[config.mk]
export PLATFORM = sky130hd
export DESIGN_NAME = disp_scan_ctrl
export DESIGN_NICKNAME = d
export VERILOG_FILES = /design/src/rtl/disp_scan_ctrl.sv
export SDC_FILE = /design/constraint.sdc
export NUM_CORES = 1
export LEC_CHECK = 0
export CELL_PAD_IN_SITES_DETAIL_PLACEMENT = 2
export CELL_PAD_IN_SITES_GLOBAL_PLACEMENT = 2
export CORE_UTILIZATION = 38
export DETAILED_ROUTE_END_ITERATION = 8
export GPL_TIMING_DRIVEN = 0
export PLACE_DENSITY_LB_ADDON = 0.1
export SYNTH_ARGS = -nofsm -noshare
export SYNTH_HDL_FRONTEND = slang
export SYNTH_SLANG_ARGS = --single-unit
[constraint.sdc]
create_clock -name clk_i -period 5.3 [get_ports clk_i]
set_input_delay 1.59 -clock clk_i [delete_from_list [all_inputs] [get_ports clk_i]]
set_output_delay 1.59 -clock clk_i [all_outputs]
set_load 0.02 [all_outputs]
[src/rtl/disp_scan_ctrl.sv]
// Scan controller for a 4-digit multiplexed 7-segment display.
// Host writes land in a shadow bank, and the shadow bank is copied to the active bank
// once per frame, so a displayed frame never mixes old and new digits.
// Each digit gets a dead-time slot and then an ON slot. During the ON slot the digit is
// PWM-dimmed, and it can also be blanked or blinked.
// Optional feature: define BLINK_EN to build the blink-phase frame counter.
module disp_scan_ctrl #(
  parameter int unsigned Prescale    = 50000,  // ON cycles per digit, multiple of 16
  parameter int unsigned Dead        = 4,      // all-off cycles between digits, >= 1
  parameter int unsigned BlinkFrames = 64      // frames per blink half-period
) (
  input  logic       clk_i,
  input  logic       reset_ni,
  input  logic       wr_valid_i,
  output logic       wr_ready_o,
  input  logic [1:0] wr_addr_i,
  input  logic [7:0] wr_data_i,
  input  logic [3:0] brightness_i,
  input  logic [3:0] blank_mask_i,
  input  logic [3:0] blink_mask_i,
  output logic [3:0] an_o,
  output logic [7:0] sseg_o,
  output logic       frame_tick_o
);

  localparam int unsigned MaxCnt = (Prescale > Dead) ? Prescale : Dead;
  localparam int unsigned CntW   = $clog2(MaxCnt);

  typedef enum logic [1:0] {StDead, StOn, StCommit} state_e;

  state_e            state_q, state_d;
  logic [CntW-1:0]   cnt_q, cnt_d;
  logic [1:0]        digit_q, digit_d;
  logic [3:0][7:0]   shadow_q, active_q;
  logic              dirty_q;
  logic [3:0]        an_d;
  logic [7:0]        sseg_d;
  logic              tick_d;
  logic              lit;
  logic              blink_phase;
  logic              commit;
  logic              wr_fire;

  assign commit  = (state_q == StCommit);
  assign wr_fire = wr_valid_i && wr_ready_o;

  // State, slot counter and digit index register
  always_ff @(posedge clk_i) begin
    if (!reset_ni) begin
      state_q <= StDead;
      cnt_q   <= '0;
      digit_q <= '0;
    end else begin
      state_q <= state_d;
      cnt_q   <= cnt_d;
      digit_q <= digit_d;
    end
  end

  // Next-state: DEAD -> ON per digit, then one COMMIT cycle after digit 3
  always_comb begin
    state_d = state_q;
    cnt_d   = cnt_q + 1'b1;
    digit_d = digit_q;
    unique case (state_q)
      StDead: begin
        if (cnt_q == CntW'(Dead - 1)) begin
          state_d = StOn;
          cnt_d   = '0;
        end
      end
      StOn: begin
        if (cnt_q == CntW'(Prescale - 1)) begin
          cnt_d = '0;
          if (digit_q == 2'd3) begin
            state_d = StCommit;
          end else begin
            digit_d = digit_q + 2'd1;
            state_d = StDead;
          end
        end
      end
      StCommit: begin
        state_d = StDead;
        cnt_d   = '0;
        digit_d = '0;
      end
      default: begin
        state_d = StDead;
        cnt_d   = '0;
        digit_d = '0;
      end
    endcase
  end

  // Output decode: lit digit drives its anode and pattern, else everything dark
  always_comb begin
    wr_ready_o = !commit;
    tick_d     = commit;
    lit        = (state_q == StOn) && (cnt_q[3:0] < brightness_i) &&
                 !blank_mask_i[digit_q] && !(blink_phase && blink_mask_i[digit_q]);
    an_d       = 4'hF;
    sseg_d     = 8'hFF;
    if (lit) begin
      an_d   = ~(4'b0001 << digit_q);
      sseg_d = active_q[digit_q];
    end
  end

  // Registered pin drivers
  always_ff @(posedge clk_i) begin
    if (!reset_ni) begin
      an_o         <= 4'hF;
      sseg_o       <= 8'hFF;
      frame_tick_o <= 1'b0;
    end else begin
      an_o         <= an_d;
      sseg_o       <= sseg_d;
      frame_tick_o <= tick_d;
    end
  end

  // Shadow/active banks; writes are held off during COMMIT so they never collide
  always_ff @(posedge clk_i) begin
    if (!reset_ni) begin
      shadow_q <= '1;
      active_q <= '1;
      dirty_q  <= 1'b0;
    end else begin
      if (wr_fire) begin
        shadow_q[wr_addr_i] <= wr_data_i;
        dirty_q             <= 1'b1;
      end
      if (commit) begin
        dirty_q <= 1'b0;
        if (dirty_q) begin
          active_q <= shadow_q;
        end
      end
    end
  end

`ifdef BLINK_EN
  localparam int unsigned BlkW = (BlinkFrames > 1) ? $clog2(BlinkFrames) : 1;

  logic [BlkW-1:0] blink_cnt_q;
  logic            blink_phase_q;

  // Count commits; flip the blink phase every BlinkFrames frames
  always_ff @(posedge clk_i) begin
    if (!reset_ni) begin
      blink_cnt_q   <= '0;
      blink_phase_q <= 1'b0;
    end else if (commit) begin
      if (blink_cnt_q == BlkW'(BlinkFrames - 1)) begin
        blink_cnt_q   <= '0;
        blink_phase_q <= ~blink_phase_q;
      end else begin
        blink_cnt_q <= blink_cnt_q + 1'b1;
      end
    end
  end

  assign blink_phase = blink_phase_q;
`else
  logic unused_blink;

  assign blink_phase  = 1'b0;
  assign unused_blink = ^{blink_mask_i, BlinkFrames[0]};
`endif

endmodule

; ---- After elaboration in Yosys (flattened, before gate mapping)
; Cells that the tools add are included.
[word_totals]
register_bits = 98
latch_bits = 0
mem_bits_rw = 0
mem_bits_ro = 0
input_bits = 25
output_inout_bits = 14
word_cells = 62
mem_count = 0
[op_classes]
n_addsub = 2
mul = 0
div_mod_pow = 0
magnitude_cmp = 4
eq_ne = 8
shifts = 1
n_mux = 17
n_bitwise = 3
reduce_logical = 12
[op_table]
columns = cell, n
row1 = $bwmux 32, 1
row2 = $mux 16, 2
row3 = $pmux 16 s2, 1
row4 = $add 16x1->16 const B, 1
row5 = $bmux 8 s2, 1
row6 = $demux 8 s2, 1
row7 = $eq 16x16->1 const B, 1
row8 = $eq 16x2->1 const B, 1
row9 = $mux 8, 2
row10 = $mux 2, 5
row11 = $pmux 2 s2, 2
row12 = $lt 2x3->1 const B, 2
row13 = $ne 2x2->1 const B, 3
row14 = $reduce_and 2->1, 3
row15 = $eq 2x2->1 const B, 2
row16 = $logic_and 1x1->1, 4
row17 = $lt 4x4->1, 1
row18 = $not 4->4, 1
row19 = $shl 1x2->4 const A, 1
row20 = $reduce_and 3->1, 1
row21 = $add 2x1->2 const B, 1
row22 = $bmux 1 s2, 1
row23 = $eq 2x1->1 const B, 1
row24 = $ge 2x1->1 const B, 1
row25 = 5 further kinds, 7

; ---- Depth between registers and ports, before layout
[logic_depth]
depth_word = 5
ltp_mapped = 7
ltp_nobuf = 5

; ---- Worst setup path after synthesis
; OpenSTA, ideal clock, no wires.
[synth_timing]
kind = input to register
startpoint = input blank_mask_i[3]
endpoint = register sseg_o[1]
setup_ps = 117
t_arrival_ps = 2634
required_time_ps = 5183
path_slack_ps = 2549
stages = 5
path_buffers = 1
path_cell_list = mux4_2 nor4bb_1 o21a_2 buf_6 nand2b_1
[synth_via]
elab_chain_cells = 5
[synth_lines]
columns = item, line
row1 = from (decl), 19  ; input logic [3:0] blank_mask_i,
row2 = $bmux 1 s2, 101  ; !blank_mask_i[digit_q] && !(blink_phase && blink_mask_i[digit_q]);
row3 = $mux 1 (not written as such), 101
row4 = $logic_not 1->1, 101
row5 = $logic_and 1x1->1, 100  ; lit = (state_q == StOn) && (cnt_q[3:0] < brightness_i) &&
row6 = $reduce_and 2->1 (no source line), --
row7 = to (signal assigned), 118  ; sseg_o <= sseg_d;
row8 = to (decl), 22  ; output logic [7:0] sseg_o,
; No other way between the ends. The select of a mux whose other input is x is not followed.
; A chain may end at the register's enable or synchronous reset.

; ---- Worst setup path after layout
[layout_timing]
startpoint = register state_q[0]
endpoint = output wr_ready_o
[layout_via]
elab_chain_cells = 2
[layout_lines]
columns = item, line
row1 = from (decl), 31  ; state_e state_q, state_d;
row2 = from (signal assigned), 50  ; state_q <= StDead;
row3 = from (signal assigned), 54  ; state_q <= state_d;
row4 = $eq 2x2->1, 44  ; assign commit = (state_q == StCommit);
row5 = $logic_not 1->1, 98  ; wr_ready_o = !commit;
row6 = to (decl), 15  ; output logic wr_ready_o,
; No other way between the ends.

==> flow_metrics.env <==
export IMPL_worstPathArrival_ps=2050
export IMPL_syn_nets=456
export IMPL_syn_avg_cell_area_um2=9.20
export IMPL_synthFlopType="dfxtp_1"
export IMPL_dpl_worst_slack_ps=1700
export IMPL_path_clk_slew_ps=100
export IMPL_cts_repair_resized=0
export IMPL_clock_path_buffers=2
export IMPL_reg2reg_slack_ps=3140
export IMPL_wirelength_mm=10.3
export IMPL_fin_crit_sh=0.687
export IMPL_synthCells=423
export IMPL_rsz0062_at_grt="no"
export IMPL_port_buffers=34
export IMPL_path_cells="nor2b_1, inv_1, clkdlybuf4s50_1"
export IMPL_relSlewSlack=0.583
export IMPL_crit_fanout=6
export IMPL_syn_to_final_growth_pct=17.9
export IMPL_antenna_diode_count=0
export IMPL_avgViaCountPerCell=5.06
export IMPL_crit_family="buffers and inverters"
export IMPL_grt_busiest_layer="met2"
export IMPL_grt_overflow=0
export IMPL_met3_usage=0.0464
export IMPL_cts_setup_buffers=0
export IMPL_reg2reg_depth=7
export IMPL_whs_path_depth=2
export IMPL_totalPowerFinal_mw=1.31
export IMPL_routed_via_count=3064
export IMPL_slew_violations=0
export IMPL_htree_levels=3
export IMPL_synth_area_mm2=0.00389
export IMPL_clock_fmax_mhz=275
export IMPL_grt_pass1_wl_mm=16.7
export IMPL_synth_warnings=0
export IMPL_dieWidth_um=103
export IMPL_cap_violations=0
export IMPL_final_nets=501
export IMPL_min_period_ps=3640
export IMPL_worstPathRequired_ps=3710
export IMPL_cts_buffers=9
export IMPL_critical_path_slowest_cell="clkdlybuf4s50_1"
export IMPL_skew_ps=10.7
export IMPL_core_region_area_mm2=0.00986
export IMPL_drtIter0Drc=59
export IMPL_place_gp_congestion=0.751
export IMPL_outcome="complete, no violations"
export IMPL_async_reset_ff_frac=0
export IMPL_dp_hpwl_mm=7.95
export IMPL_clk_latency_ps=370
export IMPL_hold_violations=0
export IMPL_min_delay_start="shadow_q[29]$_SDFFE_PN1P_"
export IMPL_rows=36
export IMPL_critPathMaxStageDelay_ps=590
export IMPL_drc=0
export IMPL_grt_max_degree=16
export IMPL_p_leak_nw=1.92
export IMPL_ys_seq_elements=98
export IMPL_layout_drive_gt1_share=0.0825
export IMPL_max_vdd_ir_drop_mv=0.156
export IMPL_min_to="active_q[29]$_SDFFE_PN1P_"
export IMPL_cp_start_kind="flop"
export IMPL_antenna_left=0
export IMPL_dieArea_mm2=0.0107
export IMPL_grt_pass1_vias=3320
export IMPL_synth_distinct_cells=29
export IMPL_initial_utilization=0.395
export IMPL_setup_violations=0
export IMPL_cp_end_kind="output port"
export IMPL_antenna_found_initial=0
export IMPL_worstMarginPinSlew_ps=624
export IMPL_clkSinkCount=98
export IMPL_hp_class="flop to flop"
export IMPL_chipHeight_um=103
export IMPL_cts_tree="done"
export IMPL_r2r_start="cnt_q[0]$_SDFF_PN0_"
export IMPL_grtUsageMet1=0.254
export IMPL_drt_first_pass_iters=4
export IMPL_power_density_mw_per_mm2=286
export IMPL_synth_edf_count=0
export IMPL_final_core_util=0.465
export IMPL_globalRouteTotalUtil=0.212
export IMPL_yosysSeqAreaShare=0.504
export IMPL_path_class="flop to output port"
export IMPL_cp_num_buf_inv=2
export IMPL_hold_buffers=0
export IMPL_ios=39
export IMPL_cts_root_buffer="clkbuf_8"
export IMPL_r2r_end="cnt_q[3]$_SDFF_PN0_"
export IMPL_use_met2=0.382
export IMPL_setup_ws_ps=1660
export IMPL_wl_per_cell_um=17.1
export IMPL_timing_setup_tns_ps=0
## worst register-to-register path: cells and delay by family, from the launching register on
kind	cells	cell delay, ps
DFF	1	450
adders and majority gates	1	180
and+or+nand+nor	4	1060
buffers and inverters	2	370
## sequential cells by signal (all words and copies together), names as in the netlist
signal	cells
active_q	32
an_o	4
frame_tick_o	1
digit_q	2
sseg_o	8
cnt_q	16
shadow_q	32
dirty_q	1
state_q	2
## worst max-delay path by stage
stage / from / to / cells past startpoint
after global placement: reset_ni / sseg_o[3]$_SDFF_PN1_ / 7
after detailed placement: reset_ni / sseg_o[1]$_SDFF_PN1_ / 7
final: state_q[0]$_SDFFE_PN0P_ / wr_ready_o / 3
after CTS: state_q[0]$_SDFFE_PN0P_ / wr_ready_o / 3
after floorplan: blank_mask_i[3] / sseg_o[1]$_SDFF_PN1_ / 5
after global routing: state_q[0]$_SDFFE_PN0P_ / wr_ready_o / 3
## report_power, final
part	switching (mW)	total, mW	internal [mW]
Sequential	0.0111	0.760	0.749
Clock	0.262	0.473	0.211
Combinational	0.0440	0.0808	0.0368
## cell families (layout without fill, tap and decap cells)
logic type / after synthesis / count (layout) / share of synthesized area
buffers and inverters: 35 / 85 / 0.0408
AOI/OAI and AO/OA: 6 / 6 / 0.00997
muxes: 35 / 35 / 0.119
DFF: 98 / 98 / 0.504
and+or+nand+nor: 227 / 227 / 0.269
adders and majority gates: 8 / 8 / 0.0257
xor gates and xnor gates: 14 / 14 / 0.0315
## final cells by class
type / count / area (um^2)
Fill cell: 1092 / 5270
Multi-Input combinational cell: 290 / 1770
Inverter: 7 / 26.3
Clock inverter: 3 / 22.5
Timing Repair Buffer: 34 / 340
Tap cell: 133 / 166
Clock buffer: 13 / 169
Sequential cell: 98 / 1960
Buffer: 28 / 133
## per-stage QoR
step / instance area, um^2 / std cells / hold slack, ps
CTS: 4590 / 606 / 479
global route: 4590 / 606 / 507
finish: 4590 / 606 / 474
floorplan: 3890 / 423 / 435
global placement: 4400 / 590 / 446
detailed placement: 4400 / 590 / 460
## cell usage in the layout (no fill, tap or decap)
| cell | netlist | final |
|---|---|---|
| a211oi_1 | 1 | 1 |
| a21boi_0 | 1 | 1 |
| and2_1 | 4 | 4 |
| and4_1 | 5 | 5 |
| buf_2 | 10 | 10 |
| buf_4 | 2 | 2 |
| buf_6 | 1 | 1 |
| clkbuf_1 | 15 | 16 |
| clkbuf_8 | 0 | 12 |
| clkdlybuf4s50_1 | 0 | 34 |
| clkinv_2 | 0 | 1 |
| clkinv_4 | 0 | 2 |
| dfxtp_1 | 98 | 98 |
| ha_1 | 8 | 8 |
| inv_1 | 7 | 7 |
| mux2i_1 | 26 | 26 |
| mux4_2 | 9 | 9 |
| nand2_1 | 119 | 119 |
| nand2b_1 | 9 | 9 |
| nand3_1 | 45 | 45 |
| nand3_2 | 1 | 1 |
| nand4_1 | 11 | 11 |
| nand4b_1 | 2 | 2 |
| nor2_1 | 19 | 19 |
| nor2b_1 | 2 | 2 |
| nor3_1 | 1 | 1 |
| nor4_1 | 6 | 6 |
| nor4b_1 | 2 | 2 |
| nor4bb_1 | 1 | 1 |
| o21a_2 | 1 | 1 |
| o21ai_0 | 3 | 3 |
| xnor2_1 | 5 | 5 |
| xor2_1 | 9 | 9 |
## cell usage after synthesis (3+ instances only)
cell,count,area [um^2]
and2_1,4,25.0
nand3_1,45,225
nand4_1,11,68.8
nor4_1,6,37.5
xor2_1,9,78.8
nand2b_1,9,56.3
ha_1,8,100
o21ai_0,3,15.0
and4_1,5,43.8
nor2_1,19,71.3
nand2_1,119,447
mux2i_1,26,260
mux4_2,9,203
xnor2_1,5,43.8
inv_1,7,26.3
dfxtp_1,98,1960
buf_2,10,50.1
clkbuf_1,15,56.3
## routing by layer
metal | part of all wire | wire length (um)
met3 | 0.022 | 228
met2 | 0.52 | 5370
met1 | 0.45 | 4650
met5 | 0 | 0
met4 | 0.0080 | 83
No activity file was read; power rests on OpenSTA's default activity.
